==> src/rtl/store_write_buffer.sv <==
// Store write buffer: byte-masks aligned stores from MEM, queues them in a small FIFO,
// and drains them to the data memory over a req/ack handshake. Also flags load/store word hazards.
module store_write_buffer #(
    parameter int DEPTH  = 2,
    parameter int ADDR_W = 32
) (
    input  logic              clk,
    input  logic              rst,
    input  logic              st_valid,
    output logic              st_ready,
    input  logic [ADDR_W-1:0] st_addr,
    input  logic [31:0]       st_data,
    input  logic [1:0]        st_size,
    input  logic [ADDR_W-1:0] ld_addr,
    output logic              ld_hazard,
    output logic              mem_req,
    output logic [ADDR_W-1:0] mem_addr,
    output logic [31:0]       mem_wdata,
    output logic [3:0]        mem_be,
    input  logic              mem_ack,
    output logic              empty,
    output logic              misalign
);
    localparam int PW = (DEPTH > 1) ? $clog2(DEPTH) : 1;

    typedef enum logic {S_IDLE, S_BUSY} state_t;

    logic [ADDR_W-3:0] r_addr [DEPTH];
    logic [31:0]       r_data [DEPTH];
    logic [3:0]        r_be   [DEPTH];
    logic [DEPTH-1:0]  r_vld;
    logic [PW-1:0]     r_wr_ptr, r_rd_ptr;
    logic [PW:0]       r_count;
    logic              r_misalign;
    state_t            r_state, w_state_nxt;

    logic              w_push, w_pop, w_mis, w_hz;
    logic [3:0]        w_base, w_be;
    logic [PW:0]       w_count_nxt;
    logic [PW-1:0]     w_wr_ptr_nxt, w_rd_ptr_nxt;

    assign st_ready = (r_count < (PW+1)'(DEPTH));
    assign empty    = (r_count == '0);
    assign misalign = r_misalign;
    assign w_push   = st_valid && st_ready;
    assign w_pop    = mem_req && mem_ack;

    // Shifting a 4-bit value clips the mask at the word boundary instead of wrapping.
    always_comb begin
        case (st_size)
            2'b00:   w_base = 4'b0001;
            2'b01:   w_base = 4'b0011;
            default: w_base = 4'b1111;
        endcase
        w_be  = w_base << st_addr[1:0];
        w_mis = ((st_size == 2'b01) && st_addr[0]) || (st_size[1] && (st_addr[1:0] != 2'b00));
    end

    always_comb begin
        w_count_nxt = r_count;
        case ({w_push, w_pop})
            2'b10:   w_count_nxt = r_count + 1'b1;
            2'b01:   w_count_nxt = r_count - 1'b1;
            default: w_count_nxt = r_count;
        endcase
        w_wr_ptr_nxt = (r_wr_ptr == PW'(DEPTH-1)) ? '0 : r_wr_ptr + 1'b1;
        w_rd_ptr_nxt = (r_rd_ptr == PW'(DEPTH-1)) ? '0 : r_rd_ptr + 1'b1;
    end

    always_ff @(posedge clk or posedge rst) begin
        if (rst) begin
            r_wr_ptr   <= '0;
            r_rd_ptr   <= '0;
            r_count    <= '0;
            r_vld      <= '0;
            r_misalign <= 1'b0;
        end else begin
            r_count    <= w_count_nxt;
            r_misalign <= w_push && w_mis;
            if (w_push) r_wr_ptr <= w_wr_ptr_nxt;
            if (w_pop)  r_rd_ptr <= w_rd_ptr_nxt;
            if (w_pop)  r_vld[r_rd_ptr] <= 1'b0;
            if (w_push) r_vld[r_wr_ptr] <= 1'b1;
        end
    end

    always_ff @(posedge clk) begin
        if (w_push) begin
            r_addr[r_wr_ptr] <= st_addr[ADDR_W-1:2];
            r_data[r_wr_ptr] <= st_data;
            r_be[r_wr_ptr]   <= w_be;
        end
    end

    // Only already-buffered entries count; the store being pushed this cycle is not visible yet.
    always_comb begin
        w_hz = 1'b0;
        for (int i = 0; i < DEPTH; i++)
            if (r_vld[i] && (r_addr[i] == ld_addr[ADDR_W-1:2])) w_hz = 1'b1;
    end
    assign ld_hazard = w_hz;

    always_ff @(posedge clk or posedge rst) begin
        if (rst) r_state <= S_IDLE;
        else     r_state <= w_state_nxt;
    end

    always_comb begin
        w_state_nxt = (w_count_nxt != '0) ? S_BUSY : S_IDLE;
    end

    always_comb begin
        mem_req   = 1'b0;
        mem_addr  = '0;
        mem_wdata = '0;
        mem_be    = '0;
        if (r_state == S_BUSY) begin
            mem_req   = 1'b1;
            mem_addr  = {r_addr[r_rd_ptr], 2'b00};
            mem_wdata = r_data[r_rd_ptr];
            mem_be    = r_be[r_rd_ptr];
        end
    end
endmodule
==> config.mk <==
export PLATFORM = sky130hd
export DESIGN_NAME = store_write_buffer
export DESIGN_NICKNAME = d
export VERILOG_FILES = /design/src/rtl/store_write_buffer.sv
export SDC_FILE = /design/constraint.sdc
export NUM_CORES = 1
export LEC_CHECK = 0
export BUFFER_PORTS_ARGS = -buffer_cell sky130_fd_sc_hd__buf_2
export CELL_PAD_IN_SITES_DETAIL_PLACEMENT = 0
export CELL_PAD_IN_SITES_GLOBAL_PLACEMENT = 1
export CORE_AREA = 2 2 154 96
export DETAILED_ROUTE_END_ITERATION = 16
export DIE_AREA = 0 0 156 98
export PLACE_DENSITY = 0.92
export SYNTH_ARGS = -nofsm -noshare
export SYNTH_HDL_FRONTEND = slang
export SYNTH_SLANG_ARGS = --single-unit
export TNS_END_PERCENT = 1
==> constraint.sdc <==
create_clock -name clk -period 9.72 [get_ports clk]
set_input_delay 0.972 -clock clk [delete_from_list [all_inputs] [get_ports clk]]
set_output_delay 0.972 -clock clk [all_outputs]
set_load 0.02 [all_outputs]
==> qor.yml <==
routing:
  drt-vias-per-instance: 4.882
  dr.pass1.iters: 4
  route.detailed.drc: 0
  routed_wl_um: 13500
  drt-initial-drc-count: 195
  dr_total_vias: 3759
  wl_per_cell_um: 17.53
  drtAntennaViolNets: 0
layout:
  utilization_pct: 55.70
  fillCellCount: 1175
  seq_area_um2: 4169
  drive_above_1_share_pct: 35.31
  final_area_um2: 7796
  syn_to_final_growth_pct: 26.72
  multiInputGateArea_um2: 1908
  nNetsFinal: 679
clock_network:
  cts-root-buf: "clkbuf_16"
  cts_made_buffers: 17
  postCtsSetupRepairBufs: 0
  cts-resized-gates: 0
  cts_tree: "built"
  clk-insertion-delay-late_ns: 0.41
  clk_pin_slew_worst_paths_ns: 0.06
  h-tree-depth: 4
  cts_hold_buffers: 0
  cts_sinks: 140
  ctsLongestPathBuffers: 2
grt:
  grt_max_degree: 69
  grt_pass1_wl_um: 20440
  grt_pass1_vias: 3932
  grt.total_usage_pct: 18.02
  antenna_found_initial: 1
  grt_overflow: 0
floorplan:
  core_area_um2: 14000
  dieArea_um2: 15290
  ioPinCount: 175
  fp.dieW_um: 156
  row_count: 34
  die_y_um: 98
  start_util_pct: 43.96
timing:
  rsz0062_at_grt: "no"
  min_period_ns: 3.426
  final.setup.tns_ns: 0
  clock_skew_ns: 0.005910
  slew_violations: 0
  fin_crit_sh_pct: 35.25
  final-hold-violation-count: 0
  fmax_mhz: 291.9
  slew_headroom_pct: 33.03
  tightest_slew_ns: 1.005
  finalSetupViolations: 0
critical_path:
  crit_type: "input port to output pin"
  rr_worst_depth: 6
  critPathLaunchType: "input port"
  crit_path_frequent_cell: "buf_2"
  slowest_delay_ns: 0.54
  r2r-start: "r_state"
  path_cells: "buf_2 -> xnor2_1 -> nand4_1 -> or4_1 -> o22ai_1 -> buf_2"
  worstSetupEndpointType: "output pin"
  arrival_ns: 2.45
  regToRegSetupSlack_ns: 7.44
  critPathCapture: "ld_hazard"
  slowest_stage: "or4_1"
  crit_family: "simple AND/OR/NAND/NOR gates"
  startpoint: "ld_addr[22]"
  worst-path-stages: 6
  cp_num_buf_inv: 2
  reg2reg_to: "r_state"
  cp.required_ns: 8.75
  path_max_fanout: 2
placed_design:
  place_congestion: 0.7387
  port_buffers: 170
  placed_area_um2: 7179
  dpl.hpwl_um: 9358
synthesis:
  synth_edf_count: 132
  netlist_instances: 401
  synth.cell_area_um2: 6152
  ys_seq_elements: 140
  synthFlopType: "edfxtp_1"
  synth_top_area_cell: "edfxtp_1"
  synth.top_cells.by_count: "132 x edfxtp_1, 66 x mux2i_1, 66 x nor2b_1"
  ys_async_sr_fraction_pct: 5.714
  syn_avg_cell_area_um2: 15.34
  ys_seq_area_share_pct: 67.68
  yosys_warnings: 0
  synth_top_area_share_pct: 64.43
  yosys-top-cells-area: "edfxtp_1 64%, mux2i_1 11%, nor2b_1 6.7%"
  synth.most_common_cell: "edfxtp_1"
  ys_types: 26
pwr:
  irDropWorstVdd_v: 0.0002039
  p_leak_nw: 3.133
  cellPowerDensity_nw_per_um2: 300.4
run:
  drv_cap: 0
run_status:
  status: "completed"
worst_hold_path:
  worstHoldPathType: "input port to asynchronous set/reset pin"
==> sequential cells by signal, summed over array words and instances (netlist names) <==
register / count
r_data: 64
misalign: 1
r_be: 8
r_rd_ptr: 1
r_wr_ptr: 1
r_count: 2
r_vld: 2
r_state: 1
r_addr: 60
==> metrics by stage <==
stage                     hold slack [ns]  power, mW  std cells  worst slack, ns
final                              0.4989      2.342        770            6.294
after global placement             0.4979      1.685        737            6.341
after detailed placement           0.5002      1.700        737            6.336
after floorplan                    0.4494      1.435        402            5.362
after CTS                          0.4899      2.372        769            6.264
after global routing               0.5047      2.459        769            6.178
==> worst reg2reg max path: cells and delay by family (launching register included) <==
kind                       cells  cell delay [ns]
buffers and inverters          1             0.14
DFF                            1             1.03
and+or+nand+nor                3             0.65
adders and majority gates      1             0.26
xor gates and xnor gates       1             0.09
==> worst min-delay path by stage <==
stage              from  endpoint  slack, ns  cells past startpoint
3_5_place_dp   r_vld[1]  r_vld[1]       0.50                      1
6_report            rst  misalign       0.50                      2
3_3_place_gp   r_vld[1]  r_vld[1]       0.50                      1
4_1_cts             rst  misalign       0.49                      2
2_1_floorplan  r_vld[1]  r_vld[1]       0.45                      1
5_1_grt             rst  misalign       0.50                      2
==> kinds of logic after synthesis <==
group / after synthesis / share of synthesized area [%]
adders and majority gates: 1 / 0.2033
DFF: 140 / 67.68
other: 1 / 0.06095
xor gates and xnor gates: 65 / 9.254
AOI/OAI and AO/OA: 8 / 0.7526
muxes: 66 / 10.74
and+or+nand+nor: 100 / 9.742
buffers and inverters: 20 / 1.566
==> report_power, final <==
group	switching (mW)	leakage (nW)	internal, mW	total (mW)
Sequential	0.0948	1.30	0.797	0.891
Combinational	0.473	1.53	0.310	0.784
Clock	0.258	0.301	0.409	0.667
Total	0.826	3.13	1.52	2.34
==> cells in the final DEF (no fill, tap or decap), types with 2 or more instances in the layout <==
master     count
nand2_1        4
xnor2_1       35
nor3_1         3
edfxtp_1     132
inv_6          3
buf_2        170
clkbuf_16     17
nor4_1         6
bufinv_16      3
clkinv_4       6
buf_4          2
nand4_1       10
o21ai_0        4
dfrtp_1        6
nor2_1         5
mux2i_1       66
nor2b_1       66
or4_1          2
xor2_1        30
conb_1         2
inv_1          3
==> routing by layer <==
| metal | routed length (µm) | vias up | share of wire (%) | global-route usage, % |
|---|---|---|---|---|
| li1 | - | 1807 | - | - |
| met1 | 5840 | 1808 | 43 | 22.57 |
| met2 | 6424 | 138 | 48 | 29.10 |
| met3 | 1163 | 6 | 8.6 | 6.835 |
| met4 | 72 | 0 | 0.53 | 5.928 |
| met5 | 0 | - | 0 | 0 |
==> final cells by class <==
cell class	count	share of cell area (%)
sequential	140	53.47
inverter	3	0.1444
multi-input combinational	242	24.47
clock buffer	18	5.505
antenna	1	0.03210
timing repair buffer	172	11.11
tap	180	2.889
clock inverter	14	2.375
Power figures use the tool's default switching activity.
